--- config.mk ---
export PLATFORM = sky130hd
export DESIGN_NAME = alu_writeback_stage
export DESIGN_NICKNAME = d
export VERILOG_FILES = /design/src/rtl/picomips_pkg.sv /design/src/rtl/wb_skid_buffer.sv /design/src/rtl/alu_writeback_stage.sv
export SDC_FILE = /design/constraint.sdc
export NUM_CORES = 1
export LEC_CHECK = 0
export ABC_AREA = 1
export CAP_MARGIN = 20
export CORE_MARGIN = 1
export CORE_UTILIZATION = 42
export DETAILED_ROUTE_END_ITERATION = 8
export PLACE_DENSITY = 0.86
export SLEW_MARGIN = 20
export SYNTH_ARGS = -nofsm -noshare
export SYNTH_HDL_FRONTEND = slang
export SYNTH_SLANG_ARGS = --single-unit
--- constraint.sdc ---
create_clock -name clk -period 1.05 [get_ports clk]
set_input_delay 0.105 -clock clk [delete_from_list [all_inputs] [get_ports clk]]
set_output_delay 0.105 -clock clk [all_outputs]
set_load 0.02 [all_outputs]
--- src/rtl/picomips_pkg.sv ---
// Shared picoMIPS writeback types: flag bit positions, branch condition codes, writeback beat.
// Latency: n/a (types and a pure combinational helper only).
// Backpressure: n/a.
package picomips_pkg;

    localparam int DATA_W  = 8;
    localparam int FLAG_W  = 3;
    localparam int RADDR_W = 3;
    localparam int COND_W  = 3;

    localparam int FLAG_V = 2;
    localparam int FLAG_N = 1;
    localparam int FLAG_Z = 0;

    typedef enum logic [COND_W-1:0] {
        COND_NEVER  = 3'd0,
        COND_ALWAYS = 3'd1,
        COND_EQ     = 3'd2,
        COND_NE     = 3'd3,
        COND_LT     = 3'd4,
        COND_GE     = 3'd5,
        COND_VS     = 3'd6,
        COND_VC     = 3'd7
    } cond_e;

    typedef struct packed {
        logic [DATA_W-1:0]  result;
        logic [RADDR_W-1:0] rd;
        logic               we;
        logic               branch;
    } wb_beat_t;

    typedef enum logic [1:0] {
        WB_EMPTY = 2'd0,
        WB_FULL  = 2'd1,
        WB_SKID  = 2'd2
    } wb_state_e;

    function automatic logic cond_eval(input cond_e cond, input logic [FLAG_W-1:0] flags);
        logic taken;
        case (cond)
            COND_NEVER:  taken = 1'b0;
            COND_ALWAYS: taken = 1'b1;
            COND_EQ:     taken = flags[FLAG_Z];
            COND_NE:     taken = ~flags[FLAG_Z];
            COND_LT:     taken = flags[FLAG_N] ^ flags[FLAG_V];
            COND_GE:     taken = ~(flags[FLAG_N] ^ flags[FLAG_V]);
            COND_VS:     taken = flags[FLAG_V];
            COND_VC:     taken = ~flags[FLAG_V];
            default:     taken = 1'b0;
        endcase
        return taken;
    endfunction

endpackage

--- src/rtl/wb_skid_buffer.sv ---
// Valid/ready register slice for one writeback beat; DEPTH=1 single entry, DEPTH=2 adds a skid entry.
// Latency: 1 cycle from accept to out_valid when empty; full throughput on simultaneous accept+drain.
// Backpressure: DEPTH=1 in_ready = ~out_valid | out_ready; DEPTH=2 in_ready is a flop, low only when the skid entry is occupied.
module wb_skid_buffer
    import picomips_pkg::*;
#(
    parameter type T     = wb_beat_t,
    parameter int  DEPTH = 1
) (
    input  logic clk,
    input  logic n_reset,
    input  logic in_valid,
    output logic in_ready,
    input  T     in_dat,
    output logic out_valid,
    input  logic out_ready,
    output T     out_dat
);

    wb_state_e state_q, state_d;
    T          main_q, skid_q;
    logic      rdy_q;
    logic      accept, drain;
    logic      main_ld, main_from_skid, skid_ld;

    assign accept    = in_valid & in_ready;
    assign drain     = out_valid & out_ready;
    assign out_valid = (state_q != WB_EMPTY);
    assign out_dat   = main_q;

    // rdy_q also keeps in_ready low during reset and for the first edge after release.
    generate
        if (DEPTH > 1) begin : g_skid_rdy
            assign in_ready = rdy_q;
        end else begin : g_single_rdy
            assign in_ready = rdy_q & (~out_valid | out_ready);
        end
    endgenerate

    always_comb begin
        state_d        = state_q;
        main_ld        = 1'b0;
        main_from_skid = 1'b0;
        skid_ld        = 1'b0;
        case (state_q)
            WB_EMPTY: begin
                if (accept) begin
                    state_d = WB_FULL;
                    main_ld = 1'b1;
                end
            end
            WB_FULL: begin
                if (drain && accept) begin
                    main_ld = 1'b1;
                end else if (drain) begin
                    state_d = WB_EMPTY;
                end else if (accept) begin
                    state_d = WB_SKID;
                    skid_ld = 1'b1;
                end
            end
            WB_SKID: begin
                if (drain) begin
                    state_d        = WB_FULL;
                    main_from_skid = 1'b1;
                end
            end
            default: state_d = WB_EMPTY;
        endcase
    end

    always_ff @(posedge clk or negedge n_reset) begin
        if (!n_reset) begin
            state_q <= WB_EMPTY;
            rdy_q   <= 1'b0;
            main_q  <= '0;
            skid_q  <= '0;
        end else begin
            state_q <= state_d;
            rdy_q   <= (state_d != WB_SKID);
            if (main_from_skid) begin
                main_q <= skid_q;
            end else if (main_ld) begin
                main_q <= in_dat;
            end
            if (skid_ld) begin
                skid_q <= in_dat;
            end
        end
    end

endmodule

--- src/rtl/alu_writeback_stage.sv ---
// picoMIPS execute->writeback stage: registers ALU beat, owns flags register, resolves branch condition. Optional macro ALU_WB_SKID_EN.
// Latency: 1 cycle accept->out_valid; flags_q updates the edge after an accept with in_flag_we, even while the output stalls.
// Backpressure: without ALU_WB_SKID_EN in_ready = ~out_valid | out_ready; with it a 2-entry skid and registered in_ready.
module alu_writeback_stage
    import picomips_pkg::*;
#(
    parameter int BUS_WIDTH      = DATA_W,
    parameter int FLAG_WIDTH     = FLAG_W,
    parameter int REG_ADDR_WIDTH = RADDR_W,
    parameter int COND_WIDTH     = COND_W
) (
    input  logic                      clk,
    input  logic                      n_reset,
    input  logic                      in_valid,
    output logic                      in_ready,
    input  logic [BUS_WIDTH-1:0]      in_result,
    input  logic [FLAG_WIDTH-1:0]     in_flags,
    input  logic [REG_ADDR_WIDTH-1:0] in_rd,
    input  logic                      in_we,
    input  logic                      in_flag_we,
    input  logic [COND_WIDTH-1:0]     in_cond,
    output logic                      out_valid,
    input  logic                      out_ready,
    output logic [BUS_WIDTH-1:0]      out_result,
    output logic [REG_ADDR_WIDTH-1:0] out_rd,
    output logic                      out_we,
    output logic                      out_branch,
    output logic [FLAG_WIDTH-1:0]     flags_q
);

`ifdef ALU_WB_SKID_EN
    localparam int WB_DEPTH = 2;
`else
    localparam int WB_DEPTH = 1;
`endif

    logic                  accept;
    logic [FLAG_WIDTH-1:0] eff_flags;
    wb_beat_t              in_beat, out_beat;

    assign accept = in_valid & in_ready;

    // A beat that writes flags branches on its own flags, not the stale register.
    assign eff_flags = in_flag_we ? in_flags : flags_q;

    always_comb begin
        in_beat        = '0;
        in_beat.result = in_result;
        in_beat.rd     = in_rd;
        in_beat.we     = in_we;
        in_beat.branch = cond_eval(cond_e'(in_cond), eff_flags);
    end

    always_ff @(posedge clk or negedge n_reset) begin
        if (!n_reset) begin
            flags_q <= '0;
        end else if (accept && in_flag_we) begin
            flags_q <= in_flags;
        end
    end

    wb_skid_buffer #(
        .T     (wb_beat_t),
        .DEPTH (WB_DEPTH)
    ) u_wb_buf (
        .clk       (clk),
        .n_reset   (n_reset),
        .in_valid  (in_valid),
        .in_ready  (in_ready),
        .in_dat    (in_beat),
        .out_valid (out_valid),
        .out_ready (out_ready),
        .out_dat   (out_beat)
    );

    assign out_result = out_beat.result;
    assign out_rd     = out_beat.rd;
    assign out_we     = out_beat.we;
    assign out_branch = out_beat.branch;

endmodule

==> results.toml <==
[global_route]
use_met3 = 0.0346
grt_pass1_wl_um = 4910
use_met2 = 0.317
busiest_layer = "met2"
use_met1 = 0.223
antenna_found_initial = 0
grt_usage = 0.192
grt_max_degree = 33
grt_pass1_vias = 1163
grt_overflow = 0

[clocking]
cts_sinks = 32
numCtsBuffers = 5
clk_pin_slew_ns = 0.11
hold_buffers = 0
cts_tree = "yes"
ctsLongestPathBuffers = 2
cts_max_level = 2
clock-root-buffer = "clkbuf_4"
clk_latency_ns = 0.34

[run_status]
status = "finished with violations"
violations = "setup timing"

[pwr]
pwr-share-clk = 0.294
p_switching_uw = 943
p_comb_frac = 0.267
p_leak_uw = 0.00107
sw_frac_of_total = 0.296
p_int_uw = 2250
pwr-share-seq = 0.439
ir_drop_uv = 794
cellPowerDensity_nw_per_um2 = 1480

[timing]
holdWs_ns = 0.114
finalMaxSlewViolations = 0
max_freq_mhz = 785
post-route-min-period_ns = 1.27
timing.final.crit_share = 1.21
worst_pin_slew_ns = 0.277
setup_ws_ns = -0.224
slew_headroom = 0.815
setup_tns_ns = -3.32
finalHoldViolCount = 0
rsz0062_at_grt = "yes"
setup_viol = 19
fin_skew_ns = 0.0119

[min_path]
min_path_type = "input port to async pin"

[floorplanning]
die_y_um = 60.2
fp.dieW_um = 60.2
dieArea_sq_um = 3620
placementRows = 20
io_pins = 41
start_util = 0.454
coreArea_sq_um = 3130

[final_layout]
drive_gt1_frac = 0.404
n_antenna_cell = 0
stdcell_area_sq_um = 2150
layout.nets = 240
areaGrowthSynthToFinish_pct = 51.5
utilization = 0.688
mostFrequentLayoutCells = "30 x nand2_1, 30 x dfrtp_1, 22 x clkdlybuf4s50_1"

[detailed_routing]
dr.pass1.iters = 4
drc = 0
routed_wl_um = 3130
wl_per_cell_um = 11.9
vias_per_cell = 4.58
antenna_left = 0
num_vias = 1200
drt-initial-drc-count = 51

[placement]
place_ws_ns = -0.550
postPlaceCellArea_sq_um = 2030
place.gp.congestion = 0.837
portBuffers = 40
dp.final_hpwl_um = 2150

[synthesis]
synth_top_area_frac = 0.564
ys_seq_area_frac = 0.564
synth_largest_area_cell = "dfrtp_1"
avgSynthCellArea_sq_um = 8.93
postSynthCellCount = 159
ys_warn_count = 0
ys_ff_latch = 32
synthTopCellsByArea = "dfrtp_1 56%, nand2_1 8.5%, nor2_1 5.6%"
synth_area_sq_um = 1420
synthDistinctLibCells = 20
synth_nets = 182

[worst_setup_path]
worst-path-buf-inv = 2
crit_slowest_cell = "dfrtp_1"
end_kind = "output port"
start_kind = "register"
arrival_ns = 1.17
cpLargestDelayFamily = "flip-flops"
worstPathRequired_ns = 0.94
crit_type = "register to output port"
critPathMaxFanout = 2
max_stage_delay_ns = 0.40
rrSetupSlack_ns = -0.20
path_common_cell = "nand2_4"
cp_cell_sequence = "inv_2 -> nand2_4 -> nand2_4 -> and2_4 -> buf_6"

[run]
maxCapViolCount = 0
registers in the layout, indices dropped and copies added (netlist names):
name	cells
flags_q	3
u_wb_buf.out_dat	13
u_wb_buf.skid_q	13
u_wb_buf.rdy_q	1
u_wb_buf.state_q	2
power by group through the flow:
stage / Combinational (uW) / Clock [uW] / Sequential (uW)
floorplan: 269 / 0 / 1530
global placement: 839 / 0 / 1410
detailed placement: 856 / 0 / 1420
CTS: 812 / 965 / 1390
global route: 927 / 1030 / 1410
finish: 851 / 938 / 1400
through the flow:
step	cells	total power (uW)
after floorplan	159	1800
final	262	3190
after global routing	262	3360
after detailed placement	252	2270
after CTS	260	3170
after global placement	252	2250
per-layer routing:
layer	share of wire	vias to the layer above
met3	0.026	7
met4	0.024	0
li1	-	608
met5	0	-
met2	0.52	27
met1	0.43	558
worst paths after layout:
kind,from,end,depth (start not counted)
hold reg to reg,u_wb_buf.skid_q[0],u_wb_buf.skid_q[0],0
max in group asynchronous,n_reset,flags_q[1],2
setup / recovery,u_wb_buf.state_q[0],in_ready,5
min in group clk,in_result[4],u_wb_buf.out_dat[9],3
hold / removal,n_reset,u_wb_buf.out_dat[3],2
setup reg to reg,u_wb_buf.state_q[0],u_wb_buf.out_dat[7],8
Yosys cell counts, drive strengths merged:
| master | n |
|---|---|
| nand2 | 38 |
| dfrtp | 32 |
| nand4 | 1 |
| nand3 | 8 |
| nor3b | 1 |
| inv | 16 |
| a31oi | 1 |
| o22ai | 12 |
| nor2 | 30 |
| o21ai | 3 |
| clkbuf | 13 |
| and2 | 1 |
| buf | 3 |
logic make-up after synthesis:
logic type,synth area share
AO/OA/AOI/OAI,0.0678
AND/OR/NAND/NOR,0.266
flip-flops,0.564
buffers and inverters,0.102
repair_timing:
item,CTS,global route
pin swaps,2,5
setup buffers,0,2
setup endpoints to repair,35,24
resized for setup,92,9
cell type report:
| class | count | area, sq um |
|---|---|---|
| clock buffers | 5 | 37.5 |
| clock inverters | 3 | 42.5 |
| fillers | 243 | 976 |
| inverters | 16 | 60.1 |
| multi-input cells | 95 | 569 |
| flip-flops and latches | 32 | 803 |
| well taps | 44 | 55.1 |
| repair buffers | 67 | 584 |
Note: power is estimated with default switching activity, not from simulation.
